===== src/rtl/vga_capture.sv =====
// vga_capture
//   Receive end of the VGA link. Samples h_sync/v_sync/RGB332 once per pixel
//   clock. After one fully verified frame it locks to the sync timing and
//   writes every visible pixel to frame memory as {y, x} address plus 8-bit data.
//
// Ports
//   clk        in   pixel clock, the same clock as the source
//   rst_n      in   asynchronous reset, active-low
//   h_sync     in   horizontal sync, active-low pulse
//   v_sync     in   vertical sync, active-low pulse
//   red        in   3-bit pixel red
//   green      in   3-bit pixel green
//   blue       in   2-bit pixel blue
//   wr_en      out  write strobe, one clk per visible pixel
//   wr_addr    out  {y[9:0], x[9:0]}, holds its value between writes
//   wr_data    out  {red, green, blue}, holds its value between writes
//   locked     out  level, high while the FSM is in LOCKED
//   frame_done out  1-clk pulse alongside the write of the last visible pixel
//   timing_err out  1-clk pulse on a line/frame length mismatch or sync timeout
//   state_dbg  out  current FSM state: 0 SEARCH, 1 MEASURE, 2 LOCKED
module vga_capture #(
    parameter int H_WHOLE_LINE  = 1024,
    parameter int V_WHOLE_FRAME = 625,
    parameter int H_START       = 97,
    parameter int H_VISIBLE     = 800,
    parameter int V_START       = 3,
    parameter int V_VISIBLE     = 600
) (
    input  logic        clk,
    input  logic        rst_n,
    input  logic        h_sync,
    input  logic        v_sync,
    input  logic [2:0]  red,
    input  logic [2:0]  green,
    input  logic [1:0]  blue,
    output logic        wr_en,
    output logic [19:0] wr_addr,
    output logic [7:0]  wr_data,
    output logic        locked,
    output logic        frame_done,
    output logic        timing_err,
    output logic [1:0]  state_dbg
);

    typedef enum logic [1:0] {
        SEARCH  = 2'd0,
        MEASURE = 2'd1,
        LOCKED  = 2'd2
    } state_t;

    localparam logic [10:0] H_LAST  = 11'(H_WHOLE_LINE - 1);
    localparam logic [10:0] H_TO    = 11'(H_WHOLE_LINE);
    localparam logic [9:0]  V_LAST  = 10'(V_WHOLE_FRAME - 1);
    localparam logic [10:0] H_LO    = 11'(H_START);
    localparam logic [10:0] H_HI    = 11'(H_START + H_VISIBLE);
    localparam logic [9:0]  V_LO    = 10'(V_START);
    localparam logic [9:0]  V_HI    = 10'(V_START + V_VISIBLE);
    localparam logic [9:0]  H_LO10  = 10'(H_START);
    localparam logic [10:0] H_SAT   = 11'h7FF;
    localparam logic [9:0]  V_SAT   = 10'h3FF;

    state_t      state, state_nx;
    logic        prev_h, prev_v;
    logic [10:0] hcnt;
    logic [9:0]  vcnt;
    logic        frame_bad;

    logic        h_fall, v_fall;
    logic        line_bad, timeout, line_err, frame_ok;
    logic        err;
    logic        visible;
    logic [9:0]  x_pix, y_pix;

    assign h_fall   = prev_h & ~h_sync;
    assign v_fall   = prev_v & ~v_sync;

    // A line is judged when it ends (h_fall); a line that never ends is
    // caught once the counter passes the nominal length.
    assign line_bad = h_fall && (hcnt != H_LAST);
    assign timeout  = !h_fall && (hcnt == H_TO);
    assign line_err = line_bad | timeout;

    // v_fall must coincide with h_fall; the line ending here is the last
    // line of the frame and is part of the frame verdict.
    assign frame_ok = v_fall && h_fall && !line_bad && !frame_bad && (vcnt == V_LAST);

    assign locked    = (state == LOCKED);
    assign state_dbg = state;

    always_comb begin
        state_nx = state;
        err      = 1'b0;
        case (state)
            SEARCH: begin
                if (v_fall) state_nx = MEASURE;
            end
            MEASURE: begin
                if (v_fall) begin
                    if (frame_ok) begin
                        state_nx = LOCKED;
                    end else begin
                        state_nx = MEASURE;
                        err      = 1'b1;
                    end
                end else if (timeout) begin
                    state_nx = SEARCH;
                    err      = 1'b1;
                end
            end
            LOCKED: begin
                if ((v_fall && !frame_ok) || line_err) begin
                    state_nx = SEARCH;
                    err      = 1'b1;
                end
            end
            default: state_nx = SEARCH;
        endcase
    end

    // The error cycle itself never writes, so a lock loss mid-line stops
    // the strobe immediately.
    assign visible = (state == LOCKED) && !err &&
                     (hcnt >= H_LO) && (hcnt < H_HI) &&
                     (vcnt >= V_LO) && (vcnt < V_HI);

    assign x_pix = hcnt[9:0] - H_LO10;
    assign y_pix = vcnt - V_LO;

    always_ff @(posedge clk or negedge rst_n) begin
        if (!rst_n) begin
            state      <= SEARCH;
            prev_h     <= 1'b1;
            prev_v     <= 1'b1;
            hcnt       <= '0;
            vcnt       <= '0;
            frame_bad  <= 1'b0;
            wr_en      <= 1'b0;
            wr_addr    <= '0;
            wr_data    <= '0;
            frame_done <= 1'b0;
            timing_err <= 1'b0;
        end else begin
            state  <= state_nx;
            prev_h <= h_sync;
            prev_v <= v_sync;

            if (h_fall)             hcnt <= '0;
            else if (hcnt != H_SAT) hcnt <= hcnt + 11'd1;

            // v_fall wins: both syncs fall together at frame start.
            if (v_fall)                       vcnt <= '0;
            else if (h_fall && vcnt != V_SAT) vcnt <= vcnt + 10'd1;

            if (v_fall)        frame_bad <= 1'b0;
            else if (line_err) frame_bad <= 1'b1;

            wr_en      <= visible;
            frame_done <= visible && (hcnt == H_HI - 11'd1) && (vcnt == V_HI - 10'd1);
            timing_err <= err;
            if (visible) begin
                wr_addr <= {y_pix, x_pix};
                wr_data <= {red, green, blue};
            end
        end
    end

endmodule


===== config.mk =====
export PLATFORM = sky130hd
export DESIGN_NAME = vga_capture
export DESIGN_NICKNAME = d
export VERILOG_FILES = /design/src/rtl/vga_capture.sv
export SDC_FILE = /design/constraint.sdc
export NUM_CORES = 1
export LEC_CHECK = 0
export ABC_AREA = 1
export CAP_MARGIN = 5
export CORE_MARGIN = 4
export CORE_UTILIZATION = 50
export DETAILED_ROUTE_END_ITERATION = 16
export PLACE_DENSITY = 0.84
export RECOVER_POWER = 100
export SETUP_SLACK_MARGIN = 0.05
export SLEW_MARGIN = 15
export SYNTH_ARGS = -nofsm -noshare
export SYNTH_HDL_FRONTEND = slang
export SYNTH_SLANG_ARGS = --single-unit

===== constraint.sdc =====
create_clock -name clk -period 2.41 [get_ports clk]
set_input_delay 0.723 -clock clk [delete_from_list [all_inputs] [get_ports clk]]
set_output_delay 0.723 -clock clk [all_outputs]
set_load 0.05 [all_outputs]

# Yosys cells after proc, flatten, opt, wreduce, memory -nomap -nowiden
# Index checks and enable logic that the tools add are counted.
[word_totals]
register_bits = 57
inputBits = 12
[classes]
add_sub_neg = 4
order_cmp = 4
eq_ne = 12
muxes = 17
bitwise = 5
reduce_logical = 26
[ops]
columns = ["op", "count"]
rows = [
  ["11-bit 2-to-1 mux", 2],
  ["10-bit == test, second input constant", 2],
  ["10-bit 2-to-1 mux", 2],
  ["1-bit logical AND", 15],
  ["11-bit by 1-bit adder with 11-bit output, second input constant", 1],
  ["11-bit by 10-bit == test with 1-bit output, second input constant", 1],
  ["11-bit == test, second input constant", 1],
  ["11-bit by 7-bit greater-or-equal comparator with 1-bit output, second input constant", 1],
  ["11-bit by 10-bit less-than comparator with 1-bit output, second input constant", 1],
  ["11-bit by 10-bit != test with 1-bit output, second input constant", 1],
  ["11-bit != test, second input constant", 1],
  ["10-bit by 1-bit adder with 10-bit output, second input constant", 1],
  ["10-bit by 2-bit greater-or-equal comparator with 1-bit output, second input constant", 1],
  ["10-bit less-than comparator, second input constant", 1],
  ["2-bit 2-to-1 mux", 5],
  ["10-bit != test, second input constant", 1],
  ["10-bit by 2-bit subtractor with 10-bit output, second input constant", 1],
  ["10-bit by 7-bit subtractor with 10-bit output, second input constant", 1],
  ["1-bit 2-to-1 mux", 6],
  ["2-bit one-hot mux with 3 select lines", 1],
  ["2-bit nonzero test", 3],
  ["1-bit zero test", 5],
  ["3-bit != test, second input constant", 1],
  ["3-bit AND reduction", 1],
  ["other kinds (10)", 12],
]

# Logic depth before layout (Yosys ltp)
# Gate-level depths: netlist of run 1.
[logic_depth]
ltp_word = 20
mapped_depth = 16

# Worst setup path after synthesis of run 1
# No wires, ideal clock.
[synth_path]
path_kind = "reg2reg"
start = "reg state[1], in the netlist state_dbg[1]"
end = "reg wr_addr[1]"
setup_time_ns = 0.065
t_arrival_ns = 2.141
required_time_ns = 2.345
path_slack_ns = 0.205
stages_incl_launch_ff = 10
n_path_buf = 2
synth_period_minus_slack_ns = 2.205
cell_sequence = "dfrtp_1 -> ha_1 -> nand2_1 -> a21oi_1 -> nand4_1 -> nor2_2 -> buf_6 -> buf_6 -> nand3_1 -> nand2_1"
[synth_via]
elab_chain_len = 8
elab_cells_between_ends = 9
cone_classes = "2 x eq/ne; 1 x mux; 6 x reduce/logical"
[synth_lines]
columns = ["item", "line", "source"]
rows = [
  ["start, declared", "62", "state_t state, state_nx;"],
  ["start signal, assigned", "143", "state <= state_nx;"],
  ["2-bit == test *", "-", ""],
  ["net locked", "39", "output logic locked,"],
  ["1-bit one-hot mux with 2 select lines", "93", "case (state)"],
  ["1-bit zero test", "122", "assign visible = (state == LOCKED) && !err &&"],
  ["1-bit logical AND * (2 in series)", "122", ""],
  ["1-bit logical AND * (2 in series)", "123", "(hcnt >= H_LO) && (hcnt < H_HI) &&"],
  ["1-bit logical AND *", "124", "(vcnt >= V_LO) && (vcnt < V_HI);"],
  ["end signal, assigned", "161", "wr_addr <= {y_pix, x_pix};"],
  ["end, declared", "37", "output logic [19:0] wr_addr,"],
]
# Mark *: on every way through the listed nets, which the timed path passes. The rest lies on a longest branch.
# A chain may end at the register's enable or synchronous reset.

# Worst setup path after layout of run 1
[layout_path]
start = "reg wr_addr[1]"
end = "out wr_addr[1]"
# No word-level cell between the ends.

==> flow_summary.json, run 1 <==
{
  "status": "finished clean",
  "vias": 2816,
  "ir_drop_mv": 0.4284,
  "antenna_found_initial": 0,
  "postCtsSetupBuffers": 0,
  "postPlaceCellArea_mm2": 0.003797,
  "yosysWarnings": 0,
  "cp_cell_sequence": "dlygate4sd3_1",
  "critPathMaxFanout": 2,
  "start_kind": "flip-flop",
  "rows": 29,
  "grt_max_degree": 58,
  "worstSetupEndpointType": "output port",
  "nNetsFinal": 482,
  "wl_per_cell_um": 13.13,
  "die_y_um": 88.34,
  "synth_top_area_share_pct": 42.65,
  "maxSlewHeadroom_pct": 7.184,
  "nFillCells": 516,
  "finish.utilization_pct": 63.32,
  "grt_pass1_vias": 2720,
  "drive_gt1_share_pct": 14.19,
  "min_to": "wr_addr[19]",
  "path_class": "flip-flop to output port",
  "port-buffer-count": 45,
  "clk_latency_ns": 0.34,
  "rr_endpoint": "hcnt[7]",
  "syn_nets": 424,
  "die-area_mm2": 0.007803,
  "rsz0062_at_grt": "no",
  "cp_data_required_time_ns": 1.69,
  "synth-seq-cells": 57,
  "min_path_cells": 2,
  "arrival_ns": 1.59,
  "synth.largest_area_cell": "dfrtp_1",
  "fp.dieW_um": 88.34,
  "place_inst": 525,
  "min_from": "wr_addr[19]",
  "initial_core_util_pct": 51.11,
  "ant_nets": 0,
  "wirelength_um": 7114,
  "power.leakage_uw": 0.002086,
  "fmax_ghz": 0.4325,
  "grt_usage_pct": 19.59,
  "cp.buffers_inverters": 1,
  "finClkSkew_ns": 0.008812,
  "syn_area_mm2": 0.003227,
  "netlist_instances": 402,
  "yosysSeqAreaShare_pct": 44.28,
  "clockBufferDepth": 2,
  "vias_per_cell": 5.196,
  "cts_resized": 0,
  "synth.top_cells.by_area": "dfrtp_1, nand2_1, nand3_1",
  "min_path_type": "flip-flop to flip-flop",
  "cts_tree": "built",
  "setup_viol": 0,
  "cts.sinks": 57,
  "fin_crit_sh_pct": 95.94,
  "ios": 46,
  "dr.pass1.iters": 4,
  "crit_family": "buffers and inverters",
  "slew_viol_final": 0,
  "register_area_mm2": 0.001429,
  "antenna_cells": 0,
  "grt_pass1_wl_um": 11980,
  "core_region_area_mm2": 0.006314,
  "synth_enable_flop_cells": 0,
  "cts_htree_levels": 3,
  "place.gp.congestion": 0.9357,
  "r2r_cells": 10,
  "period_minus_slack_ns": 2.312,
  "worst_hold_slack_ns": 0.4675,
  "synthArstFlopShare_pct": 100.0,
  "syn_to_final_growth_pct": 23.89,
  "drc": 0,
  "reg2reg_from": "hcnt[0]",
  "power.density_mw_per_mm2": 618.6,
  "multi_input_area_mm2": 0.001514,
  "hold_viol_final": 0,
  "stdcell_count": 542,
  "tightestPinTransition_ns": 1.392,
  "ys_types": 31,
  "crit_slowest_cell": "dlygate4sd3_1",
  "dr.first_iter.drc_count": 253,
  "synth_flop_cell": "dfrtp_1",
  "hold_buffers": 0,
  "syn_area_per_cell_um2": 8.027,
  "regToRegSetupSlack_ns": 0.32,
  "cpPeakStageDelay_ns": 0.90,
  "timing.setup.tns_ns": 0,
  "clk_pin_slew_ns": 0.07,
  "numCtsBuffers": 9,
  "overflow": 0,
  "design_area_mm2": 0.003998,
  "drv_cap": 0,
  "dp_hpwl_um": 5165,
  "root_buffer": "clkbuf_8"
}
[flip-flops by register name (all words and copies together), names as in the netlist, 2 cells and up]
signal / flops
wr_addr: 20
hcnt: 11
vcnt: 10
wr_data: 8
state_dbg: 2
[power breakdown]
group / switching [uW] / leakage [uW] / internal [uW] / total (uW)
Combinational: 333 / 0.00121 / 186 / 519
Clock: 394 / 0.0000985 / 506 / 900
Sequential: 51.4 / 0.000777 / 1000 / 1050
Total: 778 / 0.00209 / 1690 / 2470
[worst register-to-register path, cell delays in order (launching register included)]
cell and delay, ns:
dfrtp_1 0.44, ha_1 0.21, nand2_1 0.08, nor2_1 0.16, inv_1 0.08, nor3_1 0.36
nand3_1 0.26, nand3_1 0.15, nor2_1 0.07, a21oi_1 0.12, nor2_1 0.06
[cells by family after synthesis]
kind of cell / synth area share, %
fa+ha+maj: 3.877
buf+inv: 8.802
flops: 44.28
xor+xnor: 4.614
simple gates: 32.34
compound gates: 6.088
[synth_stat cells, drive strengths merged, types with 5 or more instances]
library cell	count
a21oi	12
buf	13
dfrtp	55
ha	10
inv	44
nand2	113
nand3	57
nand4	5
nor2	34
nor3	11
o21ai	18
xor2	17
[through the flow]
stage	power (uW)	setup WS [ns]
after CTS	2490	0.1168
after global placement	1574	-0.1181
after floorplan	1433	0.2046
after global routing	2610	0.03350
final	2473	0.09796
after detailed placement	1585	-0.1539
[layout by cell type (no fill, tap or decap), types with 2 or more instances in the layout]
| cell type | instances |
|---|---|
| ha_1 | 10 |
| a21oi_1 | 12 |
| nor3_1 | 11 |
| clkinvlp_4 | 2 |
| nand2_1 | 104 |
| clkdlybuf4s50_1 | 12 |
| clkbuf_4 | 2 |
| nor2_1 | 30 |
| inv_2 | 6 |
| xor2_1 | 17 |
| clkinv_4 | 2 |
| nand2_2 | 7 |
| o21ai_0 | 18 |
| dfstp_2 | 2 |
| nor2_2 | 4 |
| dlygate4sd3_1 | 31 |
| nand2_4 | 2 |
| buf_4 | 11 |
| inv_1 | 38 |
| nand3_1 | 48 |
| nor4_1 | 2 |
| nand3_2 | 9 |
| nand4_1 | 5 |
| dfrtp_1 | 55 |
| a31oi_1 | 2 |
| clkbuf_2 | 2 |
| clkbuf_8 | 10 |
[layout make-up]
class	instances	area share (%)
clock buffer	10	3.443
clock inverter	6	1.690
inverter	44	4.131
multi-input combinational	287	37.87
sequential	57	35.74
tap	77	2.410
timing repair buffer	61	14.71
[metal layers]
metal | vias up | GRT usage [%] | wire, um
li1 | 1421 | - | -
met4 | 0 | 10.03 | 150
met2 | 96 | 31.68 | 3245
met5 | - | 0 | 0
met1 | 1284 | 25.39 | 3276
met3 | 15 | 3.259 | 441
[worst max path at each step]
stage	startpoint	to	slack [ns]	depth (start not counted)
floorplan	state_dbg[1]	wr_addr[1]	0.20	9
global placement	h_sync	wr_addr[2]	-0.12	16
detailed placement	h_sync	wr_addr[18]	-0.15	16
CTS	state_dbg[0]	state_dbg[0]	0.12	1
global route	h_sync	wr_data[1]	0.03	15
finish	wr_addr[1]	wr_addr[1]	0.1	1
Note: power is estimated with default switching activity, not from simulation.
==> run 2: changes to the inputs <==
--- a/config.mk
+++ b/config.mk
@@ -13,6 +13,7 @@
 export PLACE_DENSITY = 0.84
 export RECOVER_POWER = 100
 export SETUP_SLACK_MARGIN = 0.05
+export SKIP_CTS_REPAIR_TIMING = 1
 export SLEW_MARGIN = 15
 export SYNTH_ARGS = -nofsm -noshare
 export SYNTH_HDL_FRONTEND = slang
==> results of run 2 <==
No change in the layout: final DEF, timing and power equal those of run 1.
